**src/rtl/axi_lite_pkg.sv**
```systemverilog
// axi_lite_pkg: response codes and FSM state types shared by the AXI4-Lite register slave.
//   RESP_*     : BRESP/RRESP encodings
//   w_state_e  : write channel states (W_IDLE accepting AW/W, W_RESP holding B)
//   r_state_e  : read channel states (R_IDLE accepting AR, R_DATA holding R)
package axi_lite_pkg;

    localparam logic [1:0] RESP_OKAY   = 2'b00;
    localparam logic [1:0] RESP_SLVERR = 2'b10;
    localparam logic [1:0] RESP_DECERR = 2'b11;

    typedef enum logic {W_IDLE, W_RESP} w_state_e;
    typedef enum logic {R_IDLE, R_DATA} r_state_e;

endpackage

```
**src/rtl/axi_lite_reg_decode.sv**
```systemverilog
// axi_lite_reg_decode: combinational address decoder for the register window.
//   addr : byte address from AW or AR
//   idx  : word index from the window base (byte offset bits ignored)
//   resp : DECERR outside [BASE,HIGH], SLVERR for an unimplemented index, else OKAY
module axi_lite_reg_decode
    import axi_lite_pkg::*;
#(
    parameter int                ADDR_W  = 32,
    parameter logic [ADDR_W-1:0] BASE    = 32'h8800_0000,
    parameter logic [ADDR_W-1:0] HIGH    = 32'h8800_01FF,
    parameter int                NUM_REG = 8
) (
    input  logic [ADDR_W-1:0] addr,
    output logic [6:0]        idx,
    output logic [1:0]        resp
);

    always_comb begin
        idx  = 7'((addr - BASE) >> 2);
        resp = (addr < BASE || addr > HIGH)     ? RESP_DECERR :
               ({1'b0, idx} >= 8'(NUM_REG))    ? RESP_SLVERR : RESP_OKAY;
    end

endmodule

```
**src/rtl/axi_lite_reg_slave.sv**
```systemverilog
// axi_lite_reg_slave: AXI4-Lite slave exposing C_NUM_REG read/write registers to user logic.
//   ACLK/ARESET        : clock, asynchronous active-high reset
//   S_AXI_AW*/W*/B*    : write address, data and response channels
//   S_AXI_AR*/R*       : read address and data channels
//   USR_REG_OUT        : register k at bits [32k+31:32k]
//   USR_WR_PULSE       : bit k high for one cycle after a committed write to register k
module axi_lite_reg_slave
    import axi_lite_pkg::*;
#(
    parameter int                            C_S_AXI_ADDR_WIDTH = 32,
    parameter logic [C_S_AXI_ADDR_WIDTH-1:0] C_S_AXI_BASE_ADDR  = 32'h8800_0000,
    parameter logic [C_S_AXI_ADDR_WIDTH-1:0] C_S_AXI_HIGH_ADDR  = 32'h8800_01FF,
    parameter int                            C_S_AXI_DATA_WIDTH = 32,
    parameter int                            C_NUM_REG          = 8
) (
    input  logic                                    ACLK,
    input  logic                                    ARESET,
    input  logic [C_S_AXI_ADDR_WIDTH-1:0]           S_AXI_AWADDR,
    input  logic [2:0]                              S_AXI_AWPROT,
    input  logic                                    S_AXI_AWVALID,
    output logic                                    S_AXI_AWREADY,
    input  logic [C_S_AXI_DATA_WIDTH-1:0]           S_AXI_WDATA,
    input  logic [C_S_AXI_DATA_WIDTH/8-1:0]         S_AXI_WSTRB,
    input  logic                                    S_AXI_WVALID,
    output logic                                    S_AXI_WREADY,
    output logic [1:0]                              S_AXI_BRESP,
    output logic                                    S_AXI_BVALID,
    input  logic                                    S_AXI_BREADY,
    input  logic [C_S_AXI_ADDR_WIDTH-1:0]           S_AXI_ARADDR,
    input  logic [2:0]                              S_AXI_ARPROT,
    input  logic                                    S_AXI_ARVALID,
    output logic                                    S_AXI_ARREADY,
    output logic [C_S_AXI_DATA_WIDTH-1:0]           S_AXI_RDATA,
    output logic [1:0]                              S_AXI_RRESP,
    output logic                                    S_AXI_RVALID,
    input  logic                                    S_AXI_RREADY,
    output logic [C_S_AXI_DATA_WIDTH*C_NUM_REG-1:0] USR_REG_OUT,
    output logic [C_NUM_REG-1:0]                    USR_WR_PULSE
);

    localparam int DW = C_S_AXI_DATA_WIDTH;
    localparam int NB = DW / 8;

    logic unused_prot;
    assign unused_prot = ^{S_AXI_AWPROT, S_AXI_ARPROT};

    logic [6:0] aw_dec_idx, ar_dec_idx;
    logic [1:0] aw_dec_resp, ar_dec_resp;

    axi_lite_reg_decode #(
        .ADDR_W (C_S_AXI_ADDR_WIDTH),
        .BASE   (C_S_AXI_BASE_ADDR),
        .HIGH   (C_S_AXI_HIGH_ADDR),
        .NUM_REG(C_NUM_REG)
    ) u_aw_dec (
        .addr(S_AXI_AWADDR),
        .idx (aw_dec_idx),
        .resp(aw_dec_resp)
    );

    axi_lite_reg_decode #(
        .ADDR_W (C_S_AXI_ADDR_WIDTH),
        .BASE   (C_S_AXI_BASE_ADDR),
        .HIGH   (C_S_AXI_HIGH_ADDR),
        .NUM_REG(C_NUM_REG)
    ) u_ar_dec (
        .addr(S_AXI_ARADDR),
        .idx (ar_dec_idx),
        .resp(ar_dec_resp)
    );

    w_state_e         w_state_q, w_state_d;
    r_state_e         r_state_q, r_state_d;
    logic             aw_full_q, aw_full_d;
    logic [6:0]       aw_idx_q, aw_idx_d;
    logic [1:0]       aw_resp_q, aw_resp_d;
    logic             w_full_q, w_full_d;
    logic [DW-1:0]    w_data_q, w_data_d;
    logic [NB-1:0]    w_strb_q, w_strb_d;
    logic             awready_q, awready_d;
    logic             wready_q, wready_d;
    logic             bvalid_q, bvalid_d;
    logic [1:0]       bresp_q, bresp_d;
    logic             arready_q, arready_d;
    logic             rvalid_q, rvalid_d;
    logic [1:0]       rresp_q, rresp_d;
    logic [DW-1:0]    rdata_q, rdata_d;
    logic [DW-1:0]    reg_q [C_NUM_REG];
    logic [DW-1:0]    reg_d [C_NUM_REG];
    logic [C_NUM_REG-1:0] pulse_q, pulse_d;

    logic          aw_hs, w_hs, ar_hs, commit, okay;
    logic [6:0]    cur_idx;
    logic [1:0]    cur_resp;
    logic [DW-1:0] cur_data, rd_word;
    logic [NB-1:0] cur_strb;

    // A live handshake bypasses its empty hold register so AW and W arriving
    // on the same edge commit immediately.
    always_comb begin
        aw_hs     = S_AXI_AWVALID && awready_q;
        w_hs      = S_AXI_WVALID && wready_q;
        cur_idx   = aw_full_q ? aw_idx_q : aw_dec_idx;
        cur_resp  = aw_full_q ? aw_resp_q : aw_dec_resp;
        cur_data  = w_full_q ? w_data_q : S_AXI_WDATA;
        cur_strb  = w_full_q ? w_strb_q : S_AXI_WSTRB;
        commit    = (w_state_q == W_IDLE) && (aw_full_q || aw_hs) && (w_full_q || w_hs);
        okay      = commit && (cur_resp == RESP_OKAY);
        aw_full_d = !commit && (aw_full_q || aw_hs);
        w_full_d  = !commit && (w_full_q || w_hs);
        aw_idx_d  = aw_hs ? aw_dec_idx : aw_idx_q;
        aw_resp_d = aw_hs ? aw_dec_resp : aw_resp_q;
        w_data_d  = w_hs ? S_AXI_WDATA : w_data_q;
        w_strb_d  = w_hs ? S_AXI_WSTRB : w_strb_q;
        w_state_d = commit ? W_RESP :
                    (w_state_q == W_RESP && S_AXI_BREADY) ? W_IDLE : w_state_q;
        bvalid_d  = (w_state_d == W_RESP);
        bresp_d   = commit ? cur_resp : bresp_q;
        awready_d = (w_state_d == W_IDLE) && !aw_full_d;
        wready_d  = (w_state_d == W_IDLE) && !w_full_d;
        for (int k = 0; k < C_NUM_REG; k++) begin
            pulse_d[k] = okay && (cur_idx == 7'(k));
            reg_d[k]   = reg_q[k];
            for (int b = 0; b < NB; b++) begin
                if (pulse_d[k] && cur_strb[b]) reg_d[k][8*b +: 8] = cur_data[8*b +: 8];
            end
        end
    end

    // Reads sample reg_q, so a same-edge write is not visible (read-before-write).
    always_comb begin
        ar_hs     = S_AXI_ARVALID && arready_q;
        r_state_d = ar_hs ? R_DATA :
                    (r_state_q == R_DATA && S_AXI_RREADY) ? R_IDLE : r_state_q;
        rvalid_d  = (r_state_d == R_DATA);
        arready_d = (r_state_d == R_IDLE);
        rresp_d   = ar_hs ? ar_dec_resp : rresp_q;
        rd_word   = '0;
        for (int k = 0; k < C_NUM_REG; k++) begin
            if (ar_dec_idx == 7'(k)) rd_word = reg_q[k];
        end
        rdata_d   = !ar_hs ? rdata_q : (ar_dec_resp == RESP_OKAY) ? rd_word : '0;
    end

    always_ff @(posedge ACLK or posedge ARESET) begin
        if (ARESET) begin
            w_state_q <= W_IDLE;
            r_state_q <= R_IDLE;
            aw_full_q <= 1'b0;
            aw_idx_q  <= '0;
            aw_resp_q <= RESP_OKAY;
            w_full_q  <= 1'b0;
            w_data_q  <= '0;
            w_strb_q  <= '0;
            awready_q <= 1'b1;
            wready_q  <= 1'b1;
            bvalid_q  <= 1'b0;
            bresp_q   <= RESP_OKAY;
            arready_q <= 1'b1;
            rvalid_q  <= 1'b0;
            rresp_q   <= RESP_OKAY;
            rdata_q   <= '0;
            reg_q     <= '{default: '0};
            pulse_q   <= '0;
        end else begin
            w_state_q <= w_state_d;
            r_state_q <= r_state_d;
            aw_full_q <= aw_full_d;
            aw_idx_q  <= aw_idx_d;
            aw_resp_q <= aw_resp_d;
            w_full_q  <= w_full_d;
            w_data_q  <= w_data_d;
            w_strb_q  <= w_strb_d;
            awready_q <= awready_d;
            wready_q  <= wready_d;
            bvalid_q  <= bvalid_d;
            bresp_q   <= bresp_d;
            arready_q <= arready_d;
            rvalid_q  <= rvalid_d;
            rresp_q   <= rresp_d;
            rdata_q   <= rdata_d;
            reg_q     <= reg_d;
            pulse_q   <= pulse_d;
        end
    end

    assign S_AXI_AWREADY = awready_q;
    assign S_AXI_WREADY  = wready_q;
    assign S_AXI_BVALID  = bvalid_q;
    assign S_AXI_BRESP   = bresp_q;
    assign S_AXI_ARREADY = arready_q;
    assign S_AXI_RVALID  = rvalid_q;
    assign S_AXI_RRESP   = rresp_q;
    assign S_AXI_RDATA   = rdata_q;
    assign USR_WR_PULSE  = pulse_q;

    for (genvar k = 0; k < C_NUM_REG; k++) begin : g_out
        assign USR_REG_OUT[DW*k +: DW] = reg_q[k];
    end

endmodule

```
**config.mk**
```make
export PLATFORM = sky130hd
export DESIGN_NAME = axi_lite_reg_slave
export DESIGN_NICKNAME = d
export VERILOG_FILES = /design/src/rtl/axi_lite_pkg.sv /design/src/rtl/axi_lite_reg_decode.sv /design/src/rtl/axi_lite_reg_slave.sv
export SDC_FILE = /design/constraint.sdc
export NUM_CORES = 1
export LEC_CHECK = 0
export BUFFER_PORTS_ARGS = -buffer_cell sky130_fd_sc_hd__buf_2
export CAP_MARGIN = 20
export CORE_ASPECT_RATIO = 0.9
export CORE_MARGIN = 1
export CORE_UTILIZATION = 39
export CTS_CLUSTER_SIZE = 40
export DETAILED_ROUTE_END_ITERATION = 6
export PLACE_DENSITY = 0.68
export REMOVE_ABC_BUFFERS = 1
export SLEW_MARGIN = 20
export SYNTH_ARGS = -nofsm -noshare
export SYNTH_HDL_FRONTEND = slang
export SYNTH_SLANG_ARGS = --single-unit
```
**constraint.sdc**
```tcl
create_clock -name ACLK -period 12.81 [get_ports ACLK]
set_input_delay 2.562 -clock ACLK [delete_from_list [all_inputs] [get_ports ACLK]]
set_output_delay 2.562 -clock ACLK [all_outputs]
set_load 0.02 [all_outputs]
```
==> summary.txt <==
Routing
  • DRT Wirelength: 57.65 mm
  • Vias: 12921
  • Wire per inst: 25.86 um
  • Vias per inst: 5.797
  • Post-route ant nets: 0
  • # DRC: 0
  • First-pass DRT Iterations: 5
  • Detailed router's first-iteration violation count: 960

Clock tree
  • Worst-Skew Late Latency: 0.55 ns
  • Clk slew on worst S/H paths: 0.06 ns
  • Clock root buffer: clkbuf_16
  • Setup Fix Bufs, Post-CTS: 0
  • CTS tree: done
  • CTS buffer count: 39
  • CTS Sinks: 352
  • Clk buf depth: 3
  • Clock H-tree levels: 2
  • # hold bufs at CTS: 0
  • Post-CTS resize count: 0

Final layout
  • Most frequent cells in the layout: 405 x buf_2, 363 x mux2_2, 348 x dfrtp_1
  • Footprint of the multi-input gates: 7774 um^2
  • Filler cell count: 3744
  • Sequential cell area: 8813 um^2
  • Fin nets: 1767
  • Post-route cell area: 20760 um^2
  • Layout cells sized above 1: 0.5425
  • Most common cell after layout, fill and taps aside: buf_2
  • Area Growth Syn to Fin: 22.80%

Critical path
  • Arr. time, crit path: 5.58 ns
  • CP required: 13.24 ns
  • CP Class: in -> reg
  • Crit path max fanout: 39
  • CP Launch Type: input pin
  • CP Capture Type: register
  • R2R setup slack: 9.70 ns

GRT
  • Vias in the first global route: 13037
  • Antenna violations before repair: 4
  • Pin count of the biggest net entering global routing: 160
  • First-pass GRT wire length: 84.25 mm
  • Gr ovfl total: 0
  • GRT Util Overall: 0.2581

Yosys
  • Cells after Synth: 1266
  • Compound-Gate Fraction of Synth Area: 0.1223
  • Simple logic cell fraction of the synthesized area: 0.07393
  • YS warnings: 0
  • Post-Synth XOR/XNOR Area: 0
  • Post-synthesis mux area share: 0.2601
  • Synth async-reset ratio: 1.000
  • Area share of fa/ha/maj cells after synthesis: 0
  • Ys flop type: dfrtp_1
  • Unique masters post-synth: 48
  • Register area share after synthesis: 0.5212
  • Post-synth EDFFs: 0
  • Syn Std Cell Area: 16910 um^2
  • Largest family of logic cells by synthesized area: multiplexers
  • Flip-flop and latch count after synthesis: 352
  • Avg Cell Area, Syn: 13.35 um^2

Power
  • Peak supply drop: 123.6 uV
  • Clock network power share: 0.377
  • Power Dens Cells: 142.4 nW/um^2
  • Cell-internal power: 2.039 mW
  • Switching part of the total: 0.3103
  • P_leak: 10.51 nW
  • Net Switching: 0.9175 mW
  • Share of total power in sequential cells: 0.425
  • Combinational share of power: 0.198

STA
  • Setup Viol. Count Final: 0
  • Final Skew: 0.01658 ns
  • Final slew viol count: 0
  • Achievable frequency: 0.1942 GHz
  • Final Hold Viols: 0
  • Fin crit share: 0.4019
  • Relative slew slack: 0.2583
  • Worst Max-Slew Pin Slew: 1.108 ns
  • Fin crit period: 5.149 ns
  • Setup tns final: 0 ns
  • Minimum hold slack: 0.4671 ns
  • RSZ-0062 raised after global routing: false

Floorplan
  • Io pins: 418
  • Site row count: 71
  • Die width: 221.5 um
  • Core Box Area: 42290 um^2
  • Die Ht: 199.5 um
  • Initial Utilization: 0.3998
  • Die ar.: 44190 um^2

Place
  • Post-DP HPWL: 36.97 mm
  • Gpl congestion: 0.8079
  • Dpl cell area: 19510 um^2
  • Port bufs: 407

Worst hold path
  • Worst hold path class: reg -> reg

Outcome
  • Status: finished clean

Run
  • Maxcap violations: 0
logic make-up after synthesis:
group                  Yosys count
AOI/OAI and AO/OA              205
buffers and inverters           86
muxes                          380
and+or+nand+nor                243
DFF                            352
worst max-delay path, cell delays in order:
cell	delay [ns]
buf_2	0.12
nor4_2	0.28
buf_4	0.39
buf_4	0.53
nand4_1	0.74
buf_4	0.48
o22ai_1	0.17
a2bb2oi_1	0.19
nor3_1	0.08
registers in the layout, indices dropped and copies added, names as in the netlist, 2 cells and up:
register      cells
S_AXI_BRESP       2
S_AXI_RRESP       2
USR_WR_PULSE      8
w_data_q         32
w_strb_q          4
S_AXI_RDATA      32
USR_REG_OUT     256
aw_resp_q         2
aw_idx_q          7
per-stage QoR:
| step | worst slack [ns] | cells | utilization | total power, mW |
|---|---|---|---|---|
| final | 7.661 | 2229 | 0.4910 | 2.957 |
| after global placement | 7.171 | 2160 | 0.4613 | 1.842 |
| after global routing | 7.614 | 2229 | 0.4910 | 3.076 |
| after detailed placement | 7.175 | 2160 | 0.4613 | 1.869 |
| after floorplan | 0.4894 | 1186 | - | 1.652 |
| after CTS | 7.759 | 2228 | 0.4908 | 2.987 |
cells in the mapped netlist (3+ instances only):
master     instances  area, um^2
nor2_1            54       202.7
o2111ai_4         29       762.0
buf_1             15       56.30
buf_6              6       67.56
and2_1             3       18.77
nand3_1           51       255.2
o22ai_1           32       200.2
o31ai_1           12       90.09
inv_1              6       22.52
or2_2              3       18.77
o2111ai_1         20       175.2
o21ai_2            3       26.28
mux2i_1            5       50.05
nor4_1             7       43.79
clkbuf_1          50       187.7
buf_2              9       45.04
nor4b_1            4       35.03
nand4_1            7       43.79
a2bb2oi_1         19       166.4
nor2b_1           22       137.6
o21ai_0           20       100.1
nand2b_1           5       31.28
or3_1             21       131.4
nand2_1           32       120.1
dfrtp_1          349        8733
a211o_1           19       166.4
mux2_2           363        4088
mux4_2            11       247.7
a32oi_1           19       166.4
nor3_1            25       125.1
dfstp_2            3       78.83
a21oi_1           21       105.1
o2111ai_2          3       45.04
routing by layer:
layer / vias to the layer above / part of all wire / track usage
met5: - / 0.00076 / 0
met4: 6 / 0.028 / 0.08771
met3: 111 / 0.078 / 0.06675
met2: 547 / 0.48 / 0.4262
met1: 6667 / 0.42 / 0.3303
li1: 5590 / - / -
final cells by class:
type                    count  area share
diodes                      1   0.0001205
clock buffers              61     0.05689
multi-input cells         828      0.3744
well taps                 547     0.03297
inverters                   6    0.001446
repair buffers            427      0.1064
flip-flops and latches    352      0.4245
clock inverters             7    0.003254
power by group through the flow:
stage | registers [mW] | clock network, mW | logic [mW]
finish | 1.26 | 1.11 | 0.585
CTS | 1.26 | 1.14 | 0.594
detailed placement | 1.28 | 0 | 0.592
global placement | 1.27 | 0 | 0.573
global route | 1.27 | 1.18 | 0.633
floorplan | 1.28 | 0 | 0.369
worst paths after layout:
path | startpoint | endpoint | cells past startpoint
setup / recovery | S_AXI_ARADDR[5] | S_AXI_RDATA[11]$_DFFE_PP0P_ | 9
hold / removal | S_AXI_BRESP[0]$_DFFE_PP0P_ | S_AXI_BRESP[0]$_DFFE_PP0P_ | 2
setup reg to reg | aw_full_q$_DFF_PP0_ | USR_REG_OUT[41]$_DFFE_PP0P_ | 5
hold reg to reg | S_AXI_BRESP[0]$_DFFE_PP0P_ | S_AXI_BRESP[0]$_DFFE_PP0P_ | 2
max in group asynchronous | ARESET | w_full_q$_DFF_PP0_ | 4
min in group asynchronous | ARESET | USR_REG_OUT[72]$_DFFE_PP0P_ | 2
(Power assumes the default switching activity.)
